**src/rtl/dmi_bridge_if.sv**
```systemverilog
// Handshake bundle between host stream, bridge and DMI debug module.
// master = bridge side, slave = host/debug-module environment side.
interface dmi_bridge_if #(
    parameter int ADDR_W = 7
);
    logic              host_req_valid;
    logic              host_req_ready;
    logic [ADDR_W-1:0] host_req_addr;
    logic [1:0]        host_req_op;
    logic [31:0]       host_req_data;

    logic              debug_req_valid;
    logic              debug_req_ready;
    logic [ADDR_W-1:0] debug_req_bits_addr;
    logic [1:0]        debug_req_bits_op;
    logic [31:0]       debug_req_bits_data;

    logic              debug_resp_valid;
    logic              debug_resp_ready;
    logic [1:0]        debug_resp_bits_resp;
    logic [31:0]       debug_resp_bits_data;

    logic              host_resp_valid;
    logic              host_resp_ready;
    logic [1:0]        host_resp_resp;
    logic [31:0]       host_resp_data;

    modport master (
        input  host_req_valid, host_req_addr, host_req_op, host_req_data,
        output host_req_ready,
        output debug_req_valid, debug_req_bits_addr, debug_req_bits_op, debug_req_bits_data,
        input  debug_req_ready,
        input  debug_resp_valid, debug_resp_bits_resp, debug_resp_bits_data,
        output debug_resp_ready,
        output host_resp_valid, host_resp_resp, host_resp_data,
        input  host_resp_ready
    );

    modport slave (
        output host_req_valid, host_req_addr, host_req_op, host_req_data,
        input  host_req_ready,
        input  debug_req_valid, debug_req_bits_addr, debug_req_bits_op, debug_req_bits_data,
        output debug_req_ready,
        output debug_resp_valid, debug_resp_bits_resp, debug_resp_bits_data,
        input  debug_resp_ready,
        input  host_resp_valid, host_resp_resp, host_resp_data,
        output host_resp_ready
    );
endinterface

```
**src/rtl/dmi_bridge_queue.sv**
```systemverilog
// DMI transport bridge: command FIFO -> DMI requests with credit-limited issue,
// response FIFO back to host, response watchdog and in-band exit command.
module dmi_bridge_queue #(
    parameter int ADDR_W    = 7,
    parameter int CMD_DEPTH = 4,
    parameter int RSP_DEPTH = 4,
    parameter int MAX_OUT   = 2,
    parameter int TIMEOUT   = 1024,
    localparam int OUT_W    = $clog2(MAX_OUT + 1)
) (
    input  logic             clk,
    input  logic             reset,
    dmi_bridge_if.master     bus,
    output logic [OUT_W-1:0] outstanding,
    output logic             timeout,
    output logic [31:0]      exit
);
    localparam int CP_W = $clog2(CMD_DEPTH);
    localparam int RP_W = (RSP_DEPTH > 1) ? $clog2(RSP_DEPTH) : 1;
    localparam int WD_W = (TIMEOUT > 1) ? $clog2(TIMEOUT) : 1;
    localparam logic [CP_W:0]   CMD_FULL = (CP_W+1)'(CMD_DEPTH);
    localparam logic [RP_W:0]   RSP_FULL = (RP_W+1)'(RSP_DEPTH);
    localparam logic [CP_W:0]   CP_ONE   = (CP_W+1)'(1);
    localparam logic [RP_W:0]   RP_ONE   = (RP_W+1)'(1);
    localparam logic [OUT_W-1:0] OUT_ONE = OUT_W'(1);
    localparam logic [WD_W-1:0] WD_ONE   = WD_W'(1);
    // timeout is raised on the edge where the watchdog steps onto TIMEOUT-1
    localparam logic [WD_W-1:0] WD_LIM   = WD_W'((TIMEOUT > 1) ? TIMEOUT - 2 : 0);

    typedef struct packed {
        logic [ADDR_W-1:0] addr;
        logic [1:0]        op;
        logic [31:0]       data;
    } cmd_t;

    cmd_t        cmd_mem [2**CP_W];
    logic [33:0] rsp_mem [2**RP_W];
    logic [CP_W:0] cmd_wr, cmd_rd;
    logic [RP_W:0] rsp_wr, rsp_rd, rsp_count;
    logic [WD_W-1:0] wd;

    logic r_reset, rst2;
    logic cmd_empty, cmd_full, rsp_empty, rsp_full, running, credit_ok;
    logic issue_ok, req_fire, exit_pop, cmd_push, cmd_pop;
    logic resp_fire, rsp_pop, out_dec, wd_hit;
    cmd_t head;

    // the cycle after reset deasserts is still treated as reset
    assign rst2      = reset | r_reset;
    assign head      = cmd_mem[cmd_rd[CP_W-1:0]];
    assign cmd_empty = (cmd_wr == cmd_rd);
    assign cmd_full  = ((cmd_wr - cmd_rd) == CMD_FULL);
    assign rsp_count = rsp_wr - rsp_rd;
    assign rsp_empty = (rsp_count == '0);
    assign rsp_full  = (rsp_count == RSP_FULL);
    assign running   = (exit == '0) && !timeout;
    // every in-flight request must have a guaranteed response slot
    assign credit_ok = (int'(outstanding) < MAX_OUT) &&
                       ((int'(outstanding) + int'(rsp_count)) < RSP_DEPTH);

    assign issue_ok  = !rst2 && !cmd_empty && (head.op != 2'd3) && running && credit_ok;
    assign req_fire  = issue_ok && bus.debug_req_ready;
    assign exit_pop  = !rst2 && !cmd_empty && (head.op == 2'd3) && running &&
                       (outstanding == '0) && rsp_empty;
    assign cmd_push  = bus.host_req_valid && bus.host_req_ready;
    assign cmd_pop   = req_fire || exit_pop;
    assign resp_fire = !rst2 && bus.debug_resp_valid && !rsp_full;
    assign rsp_pop   = bus.host_resp_valid && bus.host_resp_ready;
    assign out_dec   = resp_fire && (outstanding != '0);
    assign wd_hit    = (TIMEOUT != 0) && !rst2 && !timeout && (outstanding != '0) &&
                       !resp_fire && (wd >= WD_LIM);

    assign bus.host_req_ready      = !rst2 && !cmd_full && running;
    assign bus.debug_req_valid     = issue_ok;
    assign bus.debug_req_bits_addr = head.addr;
    assign bus.debug_req_bits_op   = head.op;
    assign bus.debug_req_bits_data = head.data;
    assign bus.debug_resp_ready    = rst2 || !rsp_full;
    assign bus.host_resp_valid     = !rst2 && !rsp_empty;
    assign bus.host_resp_resp      = rsp_mem[rsp_rd[RP_W-1:0]][33:32];
    assign bus.host_resp_data      = rsp_mem[rsp_rd[RP_W-1:0]][31:0];

    always_ff @(posedge clk) begin
        r_reset <= reset;
    end

    always_ff @(posedge clk) begin
        if (cmd_push)
            cmd_mem[cmd_wr[CP_W-1:0]] <= '{bus.host_req_addr, bus.host_req_op, bus.host_req_data};
        if (resp_fire)
            rsp_mem[rsp_wr[RP_W-1:0]] <= {bus.debug_resp_bits_resp, bus.debug_resp_bits_data};
    end

    always_ff @(posedge clk) begin
        if (rst2) begin
            cmd_wr      <= '0;
            cmd_rd      <= '0;
            rsp_wr      <= '0;
            rsp_rd      <= '0;
            outstanding <= '0;
            wd          <= '0;
            timeout     <= 1'b0;
            exit        <= '0;
        end else begin
            if (cmd_push)  cmd_wr <= cmd_wr + CP_ONE;
            if (cmd_pop)   cmd_rd <= cmd_rd + CP_ONE;
            if (resp_fire) rsp_wr <= rsp_wr + RP_ONE;
            if (rsp_pop)   rsp_rd <= rsp_rd + RP_ONE;

            if (req_fire && !out_dec)
                outstanding <= outstanding + OUT_ONE;
            else if (!req_fire && out_dec)
                outstanding <= outstanding - OUT_ONE;

            if (outstanding == '0 || resp_fire)
                wd <= '0;
            else if (!timeout)
                wd <= wd + WD_ONE;

            if (exit_pop)
                exit <= {head.data[30:0], 1'b1};
            if (wd_hit) begin
                timeout <= 1'b1;
                if (exit == '0) exit <= 32'h3;
            end
        end
    end
endmodule
```
**src/flat_wrapper.sv**
```systemverilog
// flat-port wrapper written by rule: the top's interface ports become plain ports
module dmi_bridge_queue_flat 
#(
    parameter int ADDR_W    = 7,
    parameter int CMD_DEPTH = 4,
    parameter int RSP_DEPTH = 4,
    parameter int MAX_OUT   = 2,
    parameter int TIMEOUT   = 1024,
    localparam int OUT_W    = $clog2(MAX_OUT + 1)
)
  (clk, reset, outstanding, timeout, exit, bus_host_req_valid, bus_host_req_addr, bus_host_req_op, bus_host_req_data, bus_host_req_ready, bus_debug_req_valid, bus_debug_req_bits_addr, bus_debug_req_bits_op, bus_debug_req_bits_data, bus_debug_req_ready, bus_debug_resp_valid, bus_debug_resp_bits_resp, bus_debug_resp_bits_data, bus_debug_resp_ready, bus_host_resp_valid, bus_host_resp_resp, bus_host_resp_data, bus_host_resp_ready);
  dmi_bridge_if #(.ADDR_W(ADDR_W)) bus_i ();
  input  logic clk;
  input  logic reset;
  output logic [OUT_W-1:0] outstanding;
  output logic timeout;
  output logic [31:0] exit;
  input wire logic [$bits(bus_i.host_req_valid)-1:0] bus_host_req_valid;
  input wire logic [$bits(bus_i.host_req_addr)-1:0] bus_host_req_addr;
  input wire logic [$bits(bus_i.host_req_op)-1:0] bus_host_req_op;
  input wire logic [$bits(bus_i.host_req_data)-1:0] bus_host_req_data;
  output wire logic [$bits(bus_i.host_req_ready)-1:0] bus_host_req_ready;
  output wire logic [$bits(bus_i.debug_req_valid)-1:0] bus_debug_req_valid;
  output wire logic [$bits(bus_i.debug_req_bits_addr)-1:0] bus_debug_req_bits_addr;
  output wire logic [$bits(bus_i.debug_req_bits_op)-1:0] bus_debug_req_bits_op;
  output wire logic [$bits(bus_i.debug_req_bits_data)-1:0] bus_debug_req_bits_data;
  input wire logic [$bits(bus_i.debug_req_ready)-1:0] bus_debug_req_ready;
  input wire logic [$bits(bus_i.debug_resp_valid)-1:0] bus_debug_resp_valid;
  input wire logic [$bits(bus_i.debug_resp_bits_resp)-1:0] bus_debug_resp_bits_resp;
  input wire logic [$bits(bus_i.debug_resp_bits_data)-1:0] bus_debug_resp_bits_data;
  output wire logic [$bits(bus_i.debug_resp_ready)-1:0] bus_debug_resp_ready;
  output wire logic [$bits(bus_i.host_resp_valid)-1:0] bus_host_resp_valid;
  output wire logic [$bits(bus_i.host_resp_resp)-1:0] bus_host_resp_resp;
  output wire logic [$bits(bus_i.host_resp_data)-1:0] bus_host_resp_data;
  input wire logic [$bits(bus_i.host_resp_ready)-1:0] bus_host_resp_ready;
  assign bus_i.host_req_valid = bus_host_req_valid;
  assign bus_i.host_req_addr = bus_host_req_addr;
  assign bus_i.host_req_op = bus_host_req_op;
  assign bus_i.host_req_data = bus_host_req_data;
  assign bus_host_req_ready = bus_i.host_req_ready;
  assign bus_debug_req_valid = bus_i.debug_req_valid;
  assign bus_debug_req_bits_addr = bus_i.debug_req_bits_addr;
  assign bus_debug_req_bits_op = bus_i.debug_req_bits_op;
  assign bus_debug_req_bits_data = bus_i.debug_req_bits_data;
  assign bus_i.debug_req_ready = bus_debug_req_ready;
  assign bus_i.debug_resp_valid = bus_debug_resp_valid;
  assign bus_i.debug_resp_bits_resp = bus_debug_resp_bits_resp;
  assign bus_i.debug_resp_bits_data = bus_debug_resp_bits_data;
  assign bus_debug_resp_ready = bus_i.debug_resp_ready;
  assign bus_host_resp_valid = bus_i.host_resp_valid;
  assign bus_host_resp_resp = bus_i.host_resp_resp;
  assign bus_host_resp_data = bus_i.host_resp_data;
  assign bus_i.host_resp_ready = bus_host_resp_ready;
  dmi_bridge_queue #(.ADDR_W(ADDR_W), .CMD_DEPTH(CMD_DEPTH), .RSP_DEPTH(RSP_DEPTH), .MAX_OUT(MAX_OUT), .TIMEOUT(TIMEOUT)) u_core (.clk(clk), .reset(reset), .bus(bus_i), .outstanding(outstanding), .timeout(timeout), .exit(exit));
endmodule
```
**config.mk**
```make
export PLATFORM = sky130hd
export DESIGN_NAME = dmi_bridge_queue_flat
export DESIGN_NICKNAME = d
export VERILOG_FILES = /design/src/rtl/dmi_bridge_if.sv /design/src/rtl/dmi_bridge_queue.sv /design/src/flat_wrapper.sv
export SDC_FILE = /design/constraint.sdc
export NUM_CORES = 1
export LEC_CHECK = 0
export ABC_CLOCK_PERIOD_IN_PS = 5600
export CAP_MARGIN = 30
export CORE_UTILIZATION = 30
export CTS_CLUSTER_SIZE = 10
export DETAILED_ROUTE_END_ITERATION = 16
export GPL_TIMING_DRIVEN = 0
export PLACE_DENSITY = 0.53
export SLEW_MARGIN = 15
export SYNTH_ARGS = -nofsm -noshare
export SYNTH_HDL_FRONTEND = slang
export SYNTH_SLANG_ARGS = --single-unit
```
**constraint.sdc**
```tcl
create_clock -name clk -period 5.6 [get_ports clk]
set_clock_uncertainty 0.1 [all_clocks]
set_input_delay 0.56 -clock clk [delete_from_list [all_inputs] [get_ports clk]]
set_output_delay 0.56 -clock clk [all_outputs]
set_load 0.02 [all_outputs]
```
== Word level (Yosys, flattened, before mapping) ==
Memories as Yosys holds them, arrays and structs flattened. A register that Yosys moved wholly into a read port is not among the register bits.
Index checks and enable logic that the tools add are counted.
Operators by class
  bitwise operators: 1
  multiplexer cells: 13
  eq/ne operators: 5
  add/sub/neg operators: 10
  reductions and logical operators: 43
  order comparisons: 3
Operators with widths (count)
  two-way mux 32 bit: 3
  zero test 32 bit: 1
  less-than comparator 32 x 4 -> 1 bit, second input constant: 1
  logical AND 1 bit: 25
  adder 3 x 1 -> 3 bit, second input constant: 4
  two-way mux 2 bit: 6
  adder 10 x 1 -> 10 bit, second input constant: 1
  greater-or-equal comparator 10 bit, second input constant: 1
  zero test 1 bit: 9
  == test 3 bit, second input constant: 2
  subtractor 3 bit: 2
  adder 2 x 3 -> 4 bit: 1
  two-way mux 1 bit: 4
  nonzero test 2 bit: 2
  == test 3 bit: 1
  zero test 3 bit: 1
  logical OR 1 bit: 3
  adder 2 x 1 -> 2 bit, second input constant: 1
  == test 2 bit, second input constant: 1
  zero test 2 bit: 1
  less-than comparator 2 bit, second input constant: 1
  != test 2 bit, second input constant: 1
  OR reduction 2 bit: 1
  subtractor 2 x 1 -> 2 bit, second input constant: 1
  OR 1 bit: 1
Word-level totals
  memories: 2
  RAM bits: 300
  logic and storage cells: 86
  output and inout port bits: 114
  register bits: 58
  input port bits: 81
Memory list
  u_core.cmd_mem: depth 4, bits a word 41, rd ports 1, clocked after memory_dff 1, write ports 1, RTL line dmi_bridge_queue.sv:36  | cmd_t cmd_mem [2**CP_W];
  u_core.rsp_mem: depth 4, bits a word 34, rd ports 1, clocked after memory_dff 1, write ports 1, RTL line dmi_bridge_queue.sv:37  | logic [33:0] rsp_mem [2**RP_W];

== Depth between registers and ports, before layout ==
Gate-level depths: netlist of run 1.
  word-level depth: 11
  gate-level depth with buffers: 13

== Worst setup path before layout of run 1 ==
No wires, ideal clock.
  kind: reg2reg
  from: reg u_core.exit[18]
  to: mem u_core.cmd_mem[3][0] in the netlist's numbering, enable pin
  required time: 5010 ps
  stages on the path, launching flop included: 6
  setup slack: 996 ps
  arrival time: 4013 ps
  cells stage by stage: dfxtp_1 > nor4_1 > and4_1 > buf_2 > o2111ai_1 > nor3_1
On the way
  word-level cells in the longest chain between the ends: 6
RTL lines
  start: declaration: RTL line dmi_bridge_queue.sv:16  | output logic [31:0] exit
  start signal: assignment: RTL line dmi_bridge_queue.sv:121  | exit <= {head.data[30:0], 1'b1};
  zero test 32 bit: RTL line dmi_bridge_queue.sv:56  | assign running = (exit == '0) && !timeout;
  logical AND 1 bit: RTL line dmi_bridge_queue.sv:56
  logical AND 1 bit: RTL line dmi_bridge_queue.sv:73  | assign bus.host_req_ready = !rst2 && !cmd_full && running;
  logical AND 1 bit: RTL line dmi_bridge_queue.sv:65  | assign cmd_push = bus.host_req_valid && bus.host_req_ready;
  two-way mux 1 bit: RTL line dmi_bridge_queue.sv:88  | if (cmd_push)
  two-way mux 1 bit (not written as such): RTL line dmi_bridge_queue.sv:89  | cmd_mem[cmd_wr[CP_W-1:0]] <= '{bus.host_req_addr, bus.host_req_op, bus.host_req_data};
  end: declaration: RTL line dmi_bridge_queue.sv:36
No other way between the ends.

== Worst setup path in the final report of run 1 ==
  from: reg u_core.rsp_wr[0]
  to: out bus_debug_req_valid
On the way
  word-level cells in the longest chain between the ends: 5
RTL lines
  start: declaration: RTL line dmi_bridge_queue.sv:39  | logic [RP_W:0] rsp_wr, rsp_rd, rsp_count;
  start signal: assignment: RTL line dmi_bridge_queue.sv:107  | if (resp_fire) rsp_wr <= rsp_wr + RP_ONE;
  subtractor 3 bit: RTL line dmi_bridge_queue.sv:53  | assign rsp_count = rsp_wr - rsp_rd;
  adder 2 x 3 -> 4 bit: RTL line dmi_bridge_queue.sv:59  | ((int'(outstanding) + int'(rsp_count)) < RSP_DEPTH);
  less-than comparator 32 x 4 -> 1 bit: RTL line dmi_bridge_queue.sv:59
  logical AND 1 bit: RTL line dmi_bridge_queue.sv:58  | assign credit_ok = (int'(outstanding) < MAX_OUT) &&
  logical AND 1 bit: RTL line dmi_bridge_queue.sv:61  | assign issue_ok = !rst2 && !cmd_empty && (head.op != 2'd3) && running && credit_ok;
  end: declaration: RTL line flat_wrapper.sv:23  | output wire logic [$bits(bus_i.debug_req_valid)-1:0] bus_debug_req_valid;
No other way between the ends.

==> qor.yml, run 1 <==
outcome: "completed"
cts_sinks: 362
synth_edf_count: 300
dp_cells: 1493
grtUsageTotal_pct: 13.6
grt_first_pass_wirelength_um: 47300
num-nets-final: 1045
numCtsBuffers: 43
hold_depth: 1
p_total_mw: 5.64
final_core_util_pct: 39.7
place_congestion: 0.692
fmax_ghz: 0.256
die_w_um: 214
drtPass1Iterations: 6
finalCritPeriodShare_pct: 69.6
max_stage_delay_ps: 620
yosys.area.top_type_share_pct: 66.7
insertion_delay_ps: 550
hold_start: "u_core.rsp_wr[2]"
synth-seq-cells: 362
rsz0062_at_grt: "no"
setup_viol: 0
syn_to_final_growth_pct: 30.4
post_cts_resized: 0
pwr_density_cell_nw_per_um2: 321
whs_ps: 369
crit_family: "adder cells"
portBuffers: 194
overflow: 0
yosysSeqAreaShare_pct: 75.9
fillers: 4077
tightest_slew_ps: 768
path_max_fanout: 4
synth_area_leaders: "edfxtp_1 67%, mux4_2 13%, dfxtp_1 9.2%, a21oi_1 1.6%, ha_1 1.6%"
period_needed_ps: 3900
worst_path_max_delay_cell: "clkdlybuf4s50_1"
syn_inst: 697
cp_num_buf_inv: 3
synth-async-reset-ratio_pct: 0
power_leakage_nw: 5.62
grt_max_degree: 42
synth_top_area_cell: "edfxtp_1"
post_cts_buffers: 0
criticalPathCategory: "flop to primary output"
drv_cap: 0
cts_tree: "yes"
dp_hpwl_um: 20400
r2r_end: "u_core.outstanding[1]"
ant_nets: 0
final_cell_mix: "300 x edfxtp_1, 194 x clkdlybuf4s50_1, 75 x mux4_2, 62 x dfxtp_1, 54 x nor2_1"
pin_count: 195
clkTransAtPathRegs_ps: 60
drcViolationCount: 0
drt_iter0_markers: 323
avgSynthCellArea_um2: 19.4
dieHeight_um: 214
syn_area_um2: 13500
antenna_found_initial: 0
startpoint_type: "flop"
end_kind: "primary output"
viasPerCell: 4.48
holdPathEnd: "u_core.rsp_wr[2]"
hold_path_class: "flop to flop"
initial_utilization_pct: 30.5
relSlewSlack_pct: 48.3
core_area_um2: 44300
die_area_um2: 45800
final_cells: 1574
htree_levels: 2
final_common_cell: "edfxtp_1"
grt_pass1_vias: 7703
ff2ff_path_depth: 12
syn_nets: 796
layout-drive-gt1-share_pct: 16.6
rr_startpoint: "u_core.rsp_wr[0]"
num_vias: 7056
rows: 77
crit_required_ps: 4940
wl_um: 30600
slew_viol_final: 0
ff2ff_setup_slack_ps: 2340
ys_types: 44
finalHoldViolations: 0
wire_per_inst_um: 19.5
cts_root_buffer: "clkbuf_16"
ys.flop_type: "edfxtp_1"
synth_warnings: 0
cp_data_arrival_time_ps: 3240
hold_buffers: 0
crit_chain: "inv_1, ha_1, inv_1, fa_1, ha_1, or2_2, nor2_1, nand2_1, nor2_1, clkdlybuf4s50_1"
clock_path_buffers: 3
ir_drop_uv: 211
[cell type report]
type / count / area [µm²] / share of cell area [%]
sequential: 362 / 10200 / 58.2
multi-input combinational: 292 / 3070 / 17.4
timing repair buffer: 204 / 2090 / 11.9
clock buffer: 73 / 1200 / 6.81
tap: 592 / 741 / 4.21
buffer: 28 / 148 / 0.839
inverter: 15 / 56.3 / 0.320
clock inverter: 7 / 45.0 / 0.256
antenna: 1 / 2.50 / 0.0142
[sequential cells by signal, indices dropped and copies added, names as in the netlist, named ones only]
name and flops:
u_core.cmd_mem 164, u_core.cmd_rd 3, u_core.cmd_wr 3, u_core.exit 32, u_core.outstanding 2, u_core.r_reset 1, u_core.rsp_mem 136, u_core.rsp_rd 3
u_core.rsp_wr 3, u_core.timeout 1, u_core.wd 10
[how the worst max path moves through the flow]
stage	startpoint	endpoint	cells past startpoint
global placement	u_core.exit[26]	u_core.cmd_mem[3][9]	5
global route	u_core.rsp_wr[0]	bus_debug_req_valid	10
finish	u_core.rsp_wr[0]	bus_debug_req_valid	10
detailed placement	reset	bus_host_resp_valid	5
CTS	u_core.rsp_wr[0]	bus_debug_req_valid	10
floorplan	u_core.exit[18]	u_core.cmd_mem[3][0]	5
[power by group]
group | leakage [nW] | switching, mW | internal (mW) | total [mW]
clock | 0.598 | 1.04 | 1.45 | 2.49
combinational | 1.81 | 0.104 | 0.105 | 0.209
sequential | 3.21 | 0.00551 | 2.94 | 2.94
total | 5.62 | 1.15 | 4.50 | 5.64
[cells in the mapped netlist (4+ instances only)]
library cell  number
buf_6              4
dfxtp_1           62
mux4_2            75
ha_1              17
nor2_1            54
xnor2_1            6
inv_1             14
o21ai_0            6
a21oi_1           43
nand2_1           11
and3_1             5
nor3_1             4
nand4_1            6
xor2_1             8
clkbuf_1          13
edfxtp_1         300
buf_2             10
nand3_1           10
and2_1             4
nor4_1             8
or3_1              5
[logic make-up (layout without fill, tap and decap cells)]
| logic type | after synthesis | in the layout | synth area share (%) |
|---|---|---|---|
| flops | 362 | 362 | 75.9 |
| simple gates | 121 | 121 | 4.43 |
| mux | 78 | 78 | 12.7 |
| compound gates | 60 | 60 | 2.59 |
| buf+inv | 43 | 327 | 1.51 |
| fa+ha+maj | 18 | 18 | 1.72 |
| xor+xnor | 15 | 15 | 1.08 |
| other cells | 0 | 1 | 0 |
[per-layer routing]
metal	vias to the layer above	wire length [µm]	global-route usage [%]
met1	3512	12900	16.7
li1	3295	-	-
met2	206	14400	21.9
met5	-	0	0
met3	43	2730	5.49
met4	0	636	4.02
[per-stage QoR]
| stage | worst slack [ps] | TNS, ps | instance area [µm²] |
|---|---|---|---|
| global placement | -2480 | -101250 | 16200 |
| finish | 1700 | 0 | 17600 |
| floorplan | 996 | 0 | 13500 |
| detailed placement | 2190 | 0 | 16400 |
| CTS | 1590 | 0 | 17600 |
| global route | 1520 | 0 | 17600 |
(Power assumes the default switching activity.)
==> run 2, diff against run 1 <==
- ABC_CLOCK_PERIOD_IN_PS: 5600 -> 3170
- PLACE_DENSITY: 0.53 -> 0.55
- clock period: 5.6 -> 3.17 ns (I/O delays scaled with it)
==> run 2 against run 1 <==
Net effect: first-iteration DRC count grew 6.2%; hold slack lost 160 ps; sequential power grew 77%; global-route usage is essentially flat; core utilization grew 0.33 points; cell count shrank 0.19%; setup slack lost 1600 ps; critical path type unchanged.
==> qor.yml, run 2 (same netlist as run 1, synthesis figures left out) <==
die_w_um: 214
max_stage_delay_ps: 600
end_kind: "primary output"
dp_cells: 1490
met3_usage_pct: 4.88
hold_buffers: 0
rows: 77
cp_data_arrival_time_ps: 2640
ff2ff_path_depth: 12
numCtsBuffers: 43
initial_utilization_pct: 30.5
grt_pass1_vias: 7663
grtUsageTotal_pct: 13.6
use_met2_pct: 22.2
clkTransAtPathRegs_ps: 60
portBuffers: 194
num-nets-final: 1044
criticalPathCategory: "flop to primary output"
slew_viol_final: 0
crit_family: "adder cells"
place_congestion: 0.736
path_max_fanout: 4
relSlewSlack_pct: 51.1
dieHeight_um: 214
multi_input_area_um2: 3160
hold_depth: 1
core_area_um2: 44300
clock_path_buffers: 3
syn_to_final_growth_pct: 31.5
largest_register_ffs: 164
drcViolationCount: 0
drv_cap: 0
finalSetupTns_ps: 0
pwr_density_cell_nw_per_um2: 567
pin_count: 195
grtUsageMet1_pct: 16.8
insertion_delay_ps: 560
outcome: "completed"
ant_nets: 0
regArea_um2: 10300
die_area_um2: 45800
wire_per_inst_um: 19.6
overflow: 0
dp_hpwl_um: 20400
drt_iter0_markers: 343
cts_sinks: 362
startpoint_type: "flop"
period_needed_ps: 3060
antenna_found_initial: 0
power_leakage_nw: 5.68
final_cell_mix: "300 x edfxtp_1, 189 x clkdlybuf4s50_1, 75 x mux4_2, 59 x dfxtp_1, 52 x nor2_1"
fillers: 4070
top_usage_layer: "met2"
layout-drive-gt1-share_pct: 19.6
setup_viol: 0
viasPerCell: 4.57
wl_um: 30800
cts_tree: "yes"
tightest_slew_ps: 734
drtPass1Iterations: 5
crit_chain: "inv_4, ha_1, inv_1, fa_2, ha_1, and3b_2, nor2_2, nand2_1, nor2_2, buf_4"
final_core_util_pct: 40.0
worst_path_max_delay_cell: "fa_2"
cp.depth: 10
finalCritPeriodShare_pct: 96.4
final_common_cell: "edfxtp_1"
num_vias: 7175
p_total_mw: 10.1
rsz0062_at_grt: "no"
finalHoldViolations: 0
fmax_ghz: 0.327
cp_num_buf_inv: 3
place_area_um2: 16300
cts_root_buffer: "clkbuf_16"
grt_max_degree: 42
final_cells: 1571
hold_path_class: "input port to flop"
fin_area_um2: 17700
ir_drop_uv: 471
crit_required_ps: 2750
grt_first_pass_wirelength_um: 47100
htree_levels: 2
diodes: 0
[run 2: cell type report]
| type | instances | share of cell area [%] |
|---|---|---|
| plain buffers | 27 | 0.973 |
| well taps | 592 | 4.17 |
| clock inverters | 7 | 0.451 |
| multi-input cells | 292 | 17.8 |
| inverters | 15 | 0.331 |
| clock buffers | 72 | 6.73 |
| flip-flops and latches | 362 | 57.8 |
| repair buffers | 204 | 11.7 |
[run 2: worst register-to-register path, delay by kind of cell (launching register included)]
kind / cells / cell delay, ps
adders and majority gates: 4 / 1040
and+or+nand+nor: 3 / 780
AOI/OAI and AO/OA: 2 / 430
DFF: 1 / 360
buffers and inverters: 3 / 250
[run 2: worst paths after layout]
kind	start	endpoint	slack, ps
setup / recovery	u_core.rsp_wr[0]	bus_debug_req_valid	110
hold / removal	reset	u_core.r_reset	210
hold reg to reg	u_core.rsp_wr[2]	u_core.rsp_wr[2]	370
setup reg to reg	u_core.rsp_wr[0]	u_core.outstanding[1]	160
[run 2: report_power, final]
| part | switching, mW | internal [mW] |
|---|---|---|
| Clock | 1.84 | 2.64 |
| Sequential | 0.0108 | 5.19 |
| Combinational | 0.186 | 0.187 |
| Total | 2.04 | 8.02 |
[run 2: through the flow]
stage	setup slack (ps)	hold WS [ps]
5_1_grt	7.88	218
6_report	114	211
3_3_place_gp	-1670	351
3_5_place_dp	-391	361
4_1_cts	0.834	172
2_1_floorplan	84.1	245
[run 2: metal layers]
metal | share of wire, % | up-vias
li1 | - | 3295
met1 | 42 | 3600
met4 | 2.1 | 0
met2 | 47 | 231
met5 | 0 | -
met3 | 8.3 | 49
[run 2: timing repair]
item,CTS,global route
pin swaps,2,4
gates cloned,0,0
gates resized for setup,32,21
endpoints found under the setup margin,247,63
setup buffers,1,2
